**config.mk**
```make
export PLATFORM = sky130hd
export DESIGN_NAME = ckegen_multi_flat
export DESIGN_NICKNAME = d
export VERILOG_FILES = /design/src/rtl/ckegen_multi_if.sv /design/src/rtl/ckegen_multi.sv /design/src/flat_wrapper.sv
export SDC_FILE = /design/constraint.sdc
export NUM_CORES = 1
export LEC_CHECK = 0
export CORE_ASPECT_RATIO = 1.4
export CORE_MARGIN = 1
export CORE_UTILIZATION = 50
export CTS_CLUSTER_SIZE = 10
export DETAILED_ROUTE_END_ITERATION = 10
export PLACE_DENSITY = 0.72
export SYNTH_ARGS = -nofsm -noshare
export SYNTH_HDL_FRONTEND = slang
export SYNTH_SLANG_ARGS = --single-unit
```
**constraint.sdc**
```tcl
create_clock -name clk -period 3.2 [get_ports clk]
set_clock_uncertainty 0.15 [all_clocks]
set_input_delay 0.48 -clock clk [delete_from_list [all_inputs] [get_ports clk]]
set_output_delay 0.48 -clock clk [all_outputs]
set_load 0.03 [all_outputs]
```
**src/rtl/ckegen_multi_if.sv**
```systemverilog
`default_nettype none
// ============================================================================
// Module      : ckegen_multi_if
// Description : Control/status bundle for the multi-channel clock-enable
//               generator. The master side drives the enables, period
//               values and strobes. The slave side (the generator) returns
//               the per-channel cke pulses and busy flags.
//   ena      master->slave  1     global enable
//   ch_ena   master->slave  CH    per-channel enable
//   period   master->slave  CH*W  per-channel period, channel i at [i*W +: W]
//   load     master->slave  CH    per-channel load/restart strobe
//   oneshot  master->slave  CH    mode captured on load (1 = one-shot)
//   sync     master->slave  1     restart all channels with current periods
//   cke      slave->master  CH    registered one-cycle enable pulse
//   busy     slave->master  CH    channel running
// Revision    : 1.0 - initial release
// ============================================================================
interface ckegen_multi_if #(
   parameter int CH = 4,
   parameter int W  = 26
);
   logic            ena;
   logic [CH-1:0]   ch_ena;
   logic [CH*W-1:0] period;
   logic [CH-1:0]   load;
   logic [CH-1:0]   oneshot;
   logic            sync;
   logic [CH-1:0]   cke;
   logic [CH-1:0]   busy;

   modport master (
      output ena, ch_ena, period, load, oneshot, sync,
      input  cke, busy
   );

   modport slave (
      input  ena, ch_ena, period, load, oneshot, sync,
      output cke, busy
   );
endinterface
`default_nettype wire

```
**src/rtl/ckegen_multi.sv**
```systemverilog
`default_nettype none
// ============================================================================
// Module      : ckegen_multi
// Description : Multi-channel, runtime-programmable clock-enable generator.
//               Each channel emits a one-cycle cke pulse every T active
//               cycles. T and the periodic/one-shot mode are loaded per
//               channel. A global sync strobe restarts every channel so
//               that all channels are phase-aligned.
//   clk   in   system clock, rising edge
//   rst   in   synchronous reset, active-high
//   bus   slave modport of ckegen_multi_if (enables, periods, strobes,
//         cke and busy outputs)
// Revision    : 1.0 - initial release
// ============================================================================
module ckegen_multi #(
   parameter int CH        = 4,
   parameter int W         = 26,
   parameter int DEFAULT_T = 50000000
) (
   input  logic          clk,
   input  logic          rst,
   ckegen_multi_if.slave bus
);

   // ------------------------------------------------------------------------
   // Elaboration-time parameter checks
   // ------------------------------------------------------------------------
   if (CH < 1) begin : g_bad_ch
      $error("ckegen_multi: CH must be >= 1");
   end

   if (W < 1 || W > 62) begin : g_bad_w
      $error("ckegen_multi: W must be in 1..62");
   end

   if (DEFAULT_T < 1 ||
       longint'(DEFAULT_T) > ((longint'(1) << W) - longint'(1))) begin : g_bad_default_t
      $error("ckegen_multi: DEFAULT_T must be in 1..2^W-1");
   end

   // ------------------------------------------------------------------------
   // Constants
   // ------------------------------------------------------------------------
   localparam logic [W-1:0] c_zero       = '0;
   localparam logic [W-1:0] c_one        = W'(1);
   localparam logic [W-1:0] c_default_t  = W'(DEFAULT_T);
   localparam logic [W-1:0] c_default_m1 = W'(DEFAULT_T - 1);

   // Per-channel outputs gathered here so each bit has exactly one driver.
   logic [CH-1:0] cke_w;
   logic [CH-1:0] busy_w;

   assign bus.cke  = cke_w;
   assign bus.busy = busy_w;

   // ------------------------------------------------------------------------
   // Channel array
   // ------------------------------------------------------------------------
   for (genvar i = 0; i < CH; i++) begin : g_ch

      logic [W-1:0] per_r;     // latched period (0 behaves as 1)
      logic [W-1:0] cnt;       // active cycles left before next pulse, minus 1
      logic         run;       // channel running
      logic         os_r;      // one-shot mode
      logic         cke_r;     // registered enable pulse

      logic [W-1:0] per_in;    // this channel's slice of the period bus
      logic [W-1:0] te_m1;     // reload value from the latched period
      logic [W-1:0] load_m1;   // reload value from the incoming period
      logic         active;    // channel counts in this cycle
      logic         hit;       // counter has reached its terminal value

      assign per_in = bus.period[i*W +: W];

      // A period of zero is folded onto one, so the reload value is zero
      // for both 0 and 1 and the channel pulses on every active cycle.
      assign te_m1   = (per_r  == c_zero) ? c_zero : (per_r  - c_one);
      assign load_m1 = (per_in == c_zero) ? c_zero : (per_in - c_one);

      // load and sync take priority over counting, so they also suppress it.
      assign active = bus.ena & bus.ch_ena[i] & run & ~bus.load[i] & ~bus.sync;
      assign hit    = (cnt == c_zero);

      always_ff @(posedge clk) begin
         if (rst) begin
            per_r <= c_default_t;
            cnt   <= c_default_m1;
            run   <= 1'b1;
            os_r  <= 1'b0;
            cke_r <= 1'b0;
         end else if (bus.load[i]) begin
            per_r <= per_in;
            os_r  <= bus.oneshot[i];
            run   <= 1'b1;
            cnt   <= load_m1;
            cke_r <= 1'b0;
         end else if (bus.sync) begin
            // Restart the phase but leave run alone: a one-shot that has
            // already fired stays idle until it is reloaded.
            cnt   <= te_m1;
            cke_r <= 1'b0;
         end else if (active) begin
            cke_r <= hit;
            if (hit) begin
               cnt <= te_m1;
               if (os_r) begin
                  run <= 1'b0;
               end
            end else begin
               cnt <= cnt - c_one;
            end
         end else begin
            // Paused or idle: the counter holds so no phase is lost.
            cke_r <= 1'b0;
         end
      end

      // run is itself a register, so busy falls in the same cycle that the
      // final one-shot pulse is high.
      assign cke_w[i]  = cke_r;
      assign busy_w[i] = run;
   end

endmodule
`default_nettype wire

```
**src/flat_wrapper.sv**
```systemverilog
// flat-port wrapper written by rule: the top's interface ports become plain ports
module ckegen_multi_flat 
#(
   parameter int CH        = 4,
   parameter int W         = 26,
   parameter int DEFAULT_T = 50000000
)
  (clk, rst, bus_ena, bus_ch_ena, bus_period, bus_load, bus_oneshot, bus_sync, bus_cke, bus_busy);
  ckegen_multi_if #(.CH(CH), .W(W)) bus_i ();
  input  logic clk;
  input  logic rst;
  input wire logic [$bits(bus_i.ena)-1:0] bus_ena;
  input wire logic [$bits(bus_i.ch_ena)-1:0] bus_ch_ena;
  input wire logic [$bits(bus_i.period)-1:0] bus_period;
  input wire logic [$bits(bus_i.load)-1:0] bus_load;
  input wire logic [$bits(bus_i.oneshot)-1:0] bus_oneshot;
  input wire logic [$bits(bus_i.sync)-1:0] bus_sync;
  output wire logic [$bits(bus_i.cke)-1:0] bus_cke;
  output wire logic [$bits(bus_i.busy)-1:0] bus_busy;
  assign bus_i.ena = bus_ena;
  assign bus_i.ch_ena = bus_ch_ena;
  assign bus_i.period = bus_period;
  assign bus_i.load = bus_load;
  assign bus_i.oneshot = bus_oneshot;
  assign bus_i.sync = bus_sync;
  assign bus_cke = bus_i.cke;
  assign bus_busy = bus_i.busy;
  ckegen_multi #(.CH(CH), .W(W), .DEFAULT_T(DEFAULT_T)) u_core (.clk(clk), .rst(rst), .bus(bus_i));
endmodule
```
Yosys cells after proc, flatten, opt, wreduce, memory -nomap -nowiden. Index checks and enable logic that the tools add are counted.

Bits of input ports: 120. Output and inout bits: 8. Bits in registers: 220. Logic and storage cells: 109.

$add $sub $neg: 12. Bitwise logic cells: 25. Muxes and demuxes: 24. Reductions and logical operators: 28.

Operator list (number): $mux 26 (24); $logic_not 26->1 (12); $sub 26x1->26 const B (12); $and 1x1->1 (16); $reduce_and 4->1 (4); $reduce_or 4->1 (4); $reduce_bool 3->1 (4); $not 1->1 (9); $reduce_or 2->1 (4).

Depth between registers and ports, before layout. Gate-level depths: netlist (run 1).

Word-level depth: 7. Mapped depth: 12. Gate-level depth less buffers: 9.

Least setup slack after synthesis (run 1). No wires, ideal clock.

Kind: register to register. Start: register u_core.g_ch[2].per_r[0]. End: register u_core.g_ch[2].cnt[14]. Slack: 0.245 ns. Setup time: 0.117 ns. Data arrival time: 2.689 ns. Period minus slack after synthesis: 2.955 ns. Buffers on the path: 3. Stages on the path, launching flop included: 13. Data required time: 2.933 ns. Cells stage by stage: dfxtp_1 > inv_1 > ha_1 > or4b_4 > or4_1 > buf_2 > nor3_4 > or3_1 > buf_4 > buf_4 > o221ai_1 > o21a_1 > o22a_1.

Cells in the longest elaborated chain, start to end: 6. Elaborated cells on any way between the ends: 7. Those cells by class: add/sub (1); mux (5); reduce/logical (1).

Ends and longest elaborated chain: start: declaration (RTL line ckegen_multi.sv:61) `logic [W-1:0] per_r;`; start signal: assignment (RTL line ckegen_multi.sv:86) `per_r <= c_default_t;`; start signal: assignment (RTL line ckegen_multi.sv:92) `per_r <= per_in;`; $sub 26x1->26 / $logic_not 26->1 (equally long branches) (RTL line ckegen_multi.sv:77) `assign te_m1 = (per_r == c_zero) ? c_zero : (per_r - c_one);`; $mux 26 (*) (RTL line ckegen_multi.sv:77); $mux 26 (RTL line ckegen_multi.sv:104) `if (hit) begin`; $mux 26 (RTL line ckegen_multi.sv:102) `end else if (active) begin`; $mux 26 (*) (RTL line ckegen_multi.sv:97) `end else if (bus.sync) begin`; $mux 26 (*) (RTL line ckegen_multi.sv:91) `end else if (bus.load[i]) begin`; end signal: assignment (RTL line ckegen_multi.sv:95) `cnt <= load_m1;`; end signal: assignment (RTL line ckegen_multi.sv:100) `cnt <= te_m1;`; end signal: assignment (RTL line ckegen_multi.sv:105) `cnt <= te_m1;`; end: declaration (RTL line ckegen_multi.sv:62) `logic [W-1:0] cnt;`.

Mark *: on every way between the ends. The rest lies on a longest branch, timed or not. The select of a mux whose other input is x is not followed. A chain may end at the register's enable or synchronous reset.

Worst setup path in the final report (run 1).
Start: register u_core.g_ch[1].cnt[10]. End: register u_core.g_ch[1].cnt[20].

Cells in the longest elaborated chain, start to end: 5. Elaborated cells on any way between the ends: 6. Those cells by class: add/sub (1); mux (4); reduce/logical (1).

Ends and longest elaborated chain: start: declaration (RTL line ckegen_multi.sv:62); start signal: assignment (RTL line ckegen_multi.sv:87) `cnt <= c_default_m1;`; start signal: assignment (RTL line ckegen_multi.sv:95); start signal: assignment (RTL line ckegen_multi.sv:100); $sub 26x1->26 / $logic_not 26->1 (equally long branches) (RTL line ckegen_multi.sv:110, ckegen_multi.sv:82); $mux 26 (*) (RTL line ckegen_multi.sv:104); $mux 26 (*) (RTL line ckegen_multi.sv:102); $mux 26 (*) (RTL line ckegen_multi.sv:97); $mux 26 (*) (RTL line ckegen_multi.sv:91).

Marks and branches as above.

==> metrics.cfg, run 1 <==
[run_status]
outcome=completed

[worst_setup_path]
rrSetupSlack_ns=0.11
crit_required_ns=3.53
worstSetupPathType=flop to flop
end_kind=flop
r2r-end=u_core.g_ch[1].cnt[20]
r2r_start=u_core.g_ch[1].cnt[10]
arrival_ns=3.42
worstPathMaxFanout=6
rr_worst_depth=7
startpoint_type=flop

[synth]
synth.top_cells.by_area=dfxtp_1, xnor2_1, mux2i_1
synth.yosys.warnings=0
ys_seq_area_share_pct=29.0
synth-edff-count=0
netlist.area_leader.share_pct=29.0
synth_cell_types=89
synth_cells=1923
syn_area_um2=15200
async_flop_share_pct=0
avgSynthCellArea_um2=7.89
yosys.area.top_type=dfxtp_1
synth.most_common_cell=nor2_1
ys_seq_elements=220
syn-num-nets=2059
synth_top_flop_cell=dfxtp_1
ys_top_cells_by_count=nor2_1, dfxtp_1, nand2_1, xnor2_1, mux2i_1

[timing]
slew_headroom_pct=52.9
hold_slack_ns=0.176
slew_violations=0
min_period_ns=3.09
worst_pin_slew_ns=0.704
fin_tns_setup_ns=0
finalSetupViolCount=0
grt_setup_unrepaired=false
finalHoldViolCount=0
fmax_ghz=0.324
fin_crit_sh_pct=96.6
fin_ws_ns=0.110

[placement]
pre_cts_ws_ns=-0.146
globalplace.congestion=0.944
dpl_cell_area_um2=17700
hpwl_um=35200
port_buffers=127
placedCellCount=2502

[job]
max_cap_violations=0

[die]
io_pins=128
dieArea_um2=31000
start_util_pct=50.7
die_h_um=208
coreArea_um2=29900
rows=75
die_w_um=149

[global_routing]
grt_pass1_vias=15000
grt_max_degree=31
grt_use_total_pct=30.5
grt_pass1_wl_um=76800
grt_antenna_before_repair=0
grt_overflow=0

[clock_network]
cts_tree=yes
numCtsBuffers=27
root_buffer=clkbuf_16
clockBufferDepth=3
post_cts_buffers=0
cts.hold.buffers_added=0
clkSlewWorstSetupHoldPaths_ns=0.06
worstSkewPairLatency_ns=0.55
clock-sinks=220
htreeDepth=1

[layout]
finish.instance_area_um2=18600
final_layout_size_suffix_gt1_share_pct=12.1
final_cells=2543
post-route-util_pct=62.0
antenna_cells=0
areaGrowthSynthToFinish_pct=22.3
final_nets=2282

[routing]
drt_pass1_iterations=6
first_iter_violations=1217
avgRoutedWirePerCell_um=18.8
num_vias=15500
wl_um=47700
vias_per_cell=6.11
route.detailed.drc=0
ant_nets=0

[min_path]
holdPathStages=2
holdPathEnd=u_core.g_ch[2].per_r[24]
hold_start=rst
min_path_type=input port to flop

[power]
p_leak_nw=6.80
vdd_ir_drop_max_v=0.000396
power_mw=7.58
powerDensity_nw_per_um2=408

==> final cells by class <==
type / count / area [um^2]
Clock buffer: 39 / 771
Clock inverter: 2 / 13.8
Fill cell: 2704 / 11400
Inverter: 36 / 135
Multi-Input combinational cell: 1567 / 10200
Sequential cell: 220 / 4400
Tap cell: 385 / 482
Timing Repair Buffer: 294 / 2530
==> state kept, by name, indices dropped and copies added (netlist names) <==
register	flops
u_core.g_ch.run	4
u_core.g_ch.per_r	104
u_core.g_ch.cke_r	4
u_core.g_ch.os_r	4
u_core.g_ch.cnt	104
==> power breakdown <==
part | switching, mW | internal, mW
combinational | 0.789 | 0.725
clock | 1.21 | 1.64
sequential | 0.265 | 2.95
==> worst max path at each step <==
stage / from / end
2_1_floorplan: u_core.g_ch[2].per_r[0] / u_core.g_ch[2].cnt[14]
3_3_place_gp: bus_period[54] / u_core.g_ch[2].cnt[15]
3_5_place_dp: bus_period[54] / u_core.g_ch[2].cnt[15]
4_1_cts: u_core.g_ch[1].cnt[0] / u_core.g_ch[1].cnt[13]
5_1_grt: u_core.g_ch[0].cnt[10] / u_core.g_ch[0].cnt[16]
6_report: u_core.g_ch[1].cnt[10] / u_core.g_ch[1].cnt[20]
==> kinds of logic (layout without fill, tap and decap cells) <==
group                    Yosys count  count (layout)  synth area share [%]
buffers and inverters            136             371                  3.83
AND/OR/NAND/NOR                  832             832                  27.7
flip-flops                       220             220                  29.0
AO/OA/AOI/OAI                    377             377                  17.4
XOR/XNOR                         231             231                  13.3
adder cells (fa/ha/maj)           16              16                  1.32
multiplexers                     111             111                  7.33
==> layout by cell type (no fill, tap or decap), types with 7 or more instances in the layout <==
cell	n
a211oi_1	18
a21oi_1	75
a31oi_1	17
buf_4	166
clkbuf_1	7
clkbuf_16	27
clkdlybuf4s50_1	122
dfxtp_1	220
ha_1	16
inv_1	34
mux2i_1	110
nand2_1	161
nand2b_1	23
nand3_1	33
nand4_1	19
nor2_1	254
nor2b_1	9
nor3_1	107
nor3b_1	9
nor4_1	87
o211ai_1	8
o21a_1	14
o21ai_0	74
o221ai_1	30
o22a_1	22
o22ai_1	31
o31a_1	7
o31ai_1	9
or2_2	11
or3_1	25
or4_1	39
xnor2_1	140
xor2_1	91
==> worst max-delay path, cell delays in order, from the launching register on <==
cell	delay, ns
dfxtp_1	0.36
or4_4	0.59
or4_1	0.58
o41ai_4	0.58
nand3_4	0.19
o221ai_2	0.32
o21ai_1	0.11
a21oi_1	0.15
==> per-layer routing <==
metal | up-vias | share of wire [%] | global-route usage (%)
met5 | - | 0 | 0
met4 | 0 | 5.1 | 16.3
met3 | 152 | 5.7 | 3.29
met2 | 588 | 48 | 52.0
met1 | 7306 | 41 | 37.3
li1 | 7498 | - | -
==> what timing repair did <==
| item | 4_1_cts | 5_1_grt |
|---|---|---|
| cloned | 0 | 0 |
| resized for setup | 1 | 7 |
| setup endpoints to repair | 1 | 17 |
(Power assumes the default switching activity.)
==> run 2: changes to the inputs <==
--- a/config.mk
+++ b/config.mk
@@ -7,10 +7,10 @@
 export LEC_CHECK = 0
 export CORE_ASPECT_RATIO = 1.4
 export CORE_MARGIN = 1
-export CORE_UTILIZATION = 50
+export CORE_UTILIZATION = 28
 export CTS_CLUSTER_SIZE = 10
 export DETAILED_ROUTE_END_ITERATION = 10
-export PLACE_DENSITY = 0.72
+export PLACE_DENSITY = 0.45
 export SYNTH_ARGS = -nofsm -noshare
 export SYNTH_HDL_FRONTEND = slang
 export SYNTH_SLANG_ARGS = --single-unit
==> run 2 against run 1 <==
Effect of this change:
- sequential share of layout area shrank 1.2 points
- hold slack got worse by 0.14 ns
- register-to-register slack gained 0.02 ns
- largest cell class unchanged
- highest routed layer is now met5
- fmax increased by 0.77%
- critical endpoint is now u_core.g_ch[1].cnt[7]
- flip-flop and latch count unchanged
- non-clock buffer count up 51
- first-iteration DRC count down 30%
- critical path depth up 2
- die area grew 78%
==> metrics.cfg, run 2 (synthesis gave the netlist of run 1 again) <==
[run_status]
outcome=completed  ; unchanged

[worst_setup_path]
rrSetupSlack_ns=0.13  ; was 0.11 ns
worstPathMaxFanout=10  ; was 6
crit_path_frequent_cell=buf_4
crit_buf_inv=3  ; was 0
critPathSlowestCell=or4_4  ; unchanged
r2r-end=u_core.g_ch[1].cnt[7]  ; was u_core.g_ch[1].cnt[20]
arrival_ns=3.32  ; was 3.42 ns
crit_family=simple AND/OR/NAND/NOR gates  ; unchanged
max_stage_delay_ns=0.56  ; was 0.59 ns
r2r_start=u_core.g_ch[1].cnt[11]  ; was u_core.g_ch[1].cnt[10]
worstSetupPathType=flop to flop  ; unchanged
rr_worst_depth=9  ; was 7
startpoint_type=flop  ; unchanged
path_cells=or4_4 > or4_1 > buf_4 > nor4_2 > buf_4 > nor3_1 > buf_4 > a221oi_2 > a211oi_1  ; was or4_4 > or4_1 > o41ai_4 > nand3_4 > o221ai_2 > o21ai_1 > a21oi_1
crit_required_ns=3.46  ; was 3.53 ns
end_kind=flop  ; unchanged

[timing]
finalHoldViolCount=0  ; unchanged
slew_violations=0  ; unchanged
hold_slack_ns=0.0369  ; was 0.176 ns
grt_setup_unrepaired=true  ; was false
worst_pin_slew_ns=0.766  ; was 0.704 ns
min_period_ns=3.07  ; was 3.09 ns
fmax_ghz=0.326  ; was 0.324 GHz
fin_crit_sh_pct=95.8  ; was 96.6%
slew_headroom_pct=48.7  ; was 52.9%
fin_ws_ns=0.134  ; was 0.110 ns
finalSetupViolCount=0  ; unchanged

[clock_network]
post_cts_buffers=0  ; unchanged
cts_tree=yes  ; unchanged
numCtsBuffers=28  ; was 27
clockBufferDepth=3  ; unchanged
htreeDepth=1  ; unchanged
worstSkewPairLatency_ns=0.58  ; was 0.55 ns
root_buffer=clkbuf_16  ; unchanged
clock-sinks=220  ; unchanged
cts.hold.buffers_added=0  ; unchanged
clkSlewWorstSetupHoldPaths_ns=0.06  ; about the same

[placement]
pre_cts_ws_ns=-0.323  ; was -0.146 ns
dpl_cell_area_um2=18500  ; was 17700 um^2
port_buffers=127  ; unchanged
hpwl_um=41300  ; was 35200 um
globalplace.congestion=0.860  ; was 0.944

[global_routing]
grt_antenna_before_repair=1  ; was 0
gr-usage-met2_pct=34.5  ; was 52.0%
busiest_layer=met2  ; unchanged
grt_max_degree=49  ; was 31
grtUsageMet3_pct=2.02  ; was 3.29%
grt_use_total_pct=19.6  ; was 30.5%
grt_overflow=0  ; unchanged
met1_usage_pct=24.8  ; was 37.3%
grt_pass1_wl_um=85800  ; was 76800 um
grt_pass1_vias=15200  ; was 15000

[layout]
final_cell_mix=nor2_1, dfxtp_1, buf_4, nand2_1, xnor2_1  ; unchanged
areaGrowthSynthToFinish_pct=28.6  ; was 22.3%
finish.instance_area_um2=19500  ; was 18600 um^2
antenna_cells=0  ; unchanged
final_nets=2334  ; was 2282
final_layout_size_suffix_gt1_share_pct=14.5  ; was 12.1%
final_common_cell=nor2_1  ; unchanged
reg_top3=u_core.g_ch.cnt x104, u_core.g_ch.per_r x104  ; unchanged

[die]
die_w_um=199  ; was 149 um
dieArea_um2=55100  ; was 31000 um^2
coreArea_um2=53300  ; was 29900 um^2
die_h_um=277  ; was 208 um
rows=100  ; was 75
io_pins=128  ; unchanged
start_util_pct=28.5  ; was 50.7%

[power]
p_leak_nw=7.11  ; was 6.80 nW
vdd_ir_drop_max_v=0.000377  ; was 0.000396 V
powerDensity_nw_per_um2=412  ; was 408 nW/um^2

[routing]
ant_nets=0  ; unchanged
avgRoutedWirePerCell_um=18.8  ; about the same
vias_per_cell=5.22  ; was 6.11
wl_um=55100  ; was 47700 um
num_vias=15300  ; was 15500
first_iter_violations=857  ; was 1217
drt_pass1_iterations=5  ; was 6
route.detailed.drc=0  ; unchanged

[job]
max_cap_violations=0  ; unchanged

[min_path]
hold_start=rst  ; unchanged
min_path_type=input port to flop  ; unchanged
holdPathStages=2  ; unchanged
holdPathEnd=u_core.g_ch[1].os_r  ; was u_core.g_ch[2].per_r[24]

-- run 2: metrics by stage --
step	utilization, %	total power [mW]	setup TNS (ns)	std cells
floorplan	-	4.11	0	1923
global placement	34.8	4.82	-5.12	2882
detailed placement	34.8	4.83	-5.23	2882
CTS	36.5	8.14	0	2929
global route	36.6	8.42	-0.0415	2929
finish	36.6	8.03	0	2929
-- run 2: worst max path at each step --
stage / startpoint / end / slack [ns] / cells past startpoint
finish: u_core.g_ch[1].cnt[11] / u_core.g_ch[1].cnt[7] / 0.13 / 9
global route: u_core.g_ch[3].per_r[0] / u_core.g_ch[3].cnt[22] / -0.04 / 10
CTS: u_core.g_ch[2].per_r[0] / u_core.g_ch[2].cnt[20] / 0.01 / 10
detailed placement: bus_period[54] / u_core.g_ch[2].cnt[22] / -0.32 / 10
global placement: bus_period[54] / u_core.g_ch[2].cnt[22] / -0.30 / 10
floorplan: u_core.g_ch[2].per_r[0] / u_core.g_ch[2].cnt[14] / 0.24 / 12
-- run 2: final cells by class --
type / count / area, um^2
clock buffer: 47 / 913
fill: 5705 / 33800
inverter: 36 / 136
multi-input combinational: 1567 / 10200
sequential: 220 / 4400
tap: 714 / 893
timing repair buffer: 345 / 2920
-- run 2: per-layer routing --
| metal | vias up | wire length [um] |
|---|---|---|
| met4 | 2 | 1390 |
| met1 | 7273 | 24400 |
| met5 | - | 13 |
| met3 | 76 | 2230 |
| li1 | 7594 | - |
| met2 | 355 | 27100 |
-- run 2: worst reg2reg max path: cells and delay by family (launching register included) --
family,cells,cell delay (ns)
flip-flops,1,0.35
AND/OR/NAND/NOR,4,1.49
AO/OA/AOI/OAI,2,0.36
buffers and inverters,3,0.58
-- run 2: power by group --
part | switching (mW) | internal, mW | total (mW) | leakage (nW)
Clock | 1.33 | 1.91 | 3.24 | 0.451
Sequential | 0.260 | 2.95 | 3.21 | 1.82
Combinational | 0.820 | 0.762 | 1.58 | 4.83
-- run 2: repair_timing --
item / in CTS / in global routing
setup endpoints to repair: 4 / 20
resized for setup: 1 / 10
hold endpoints to repair: 0 / 0
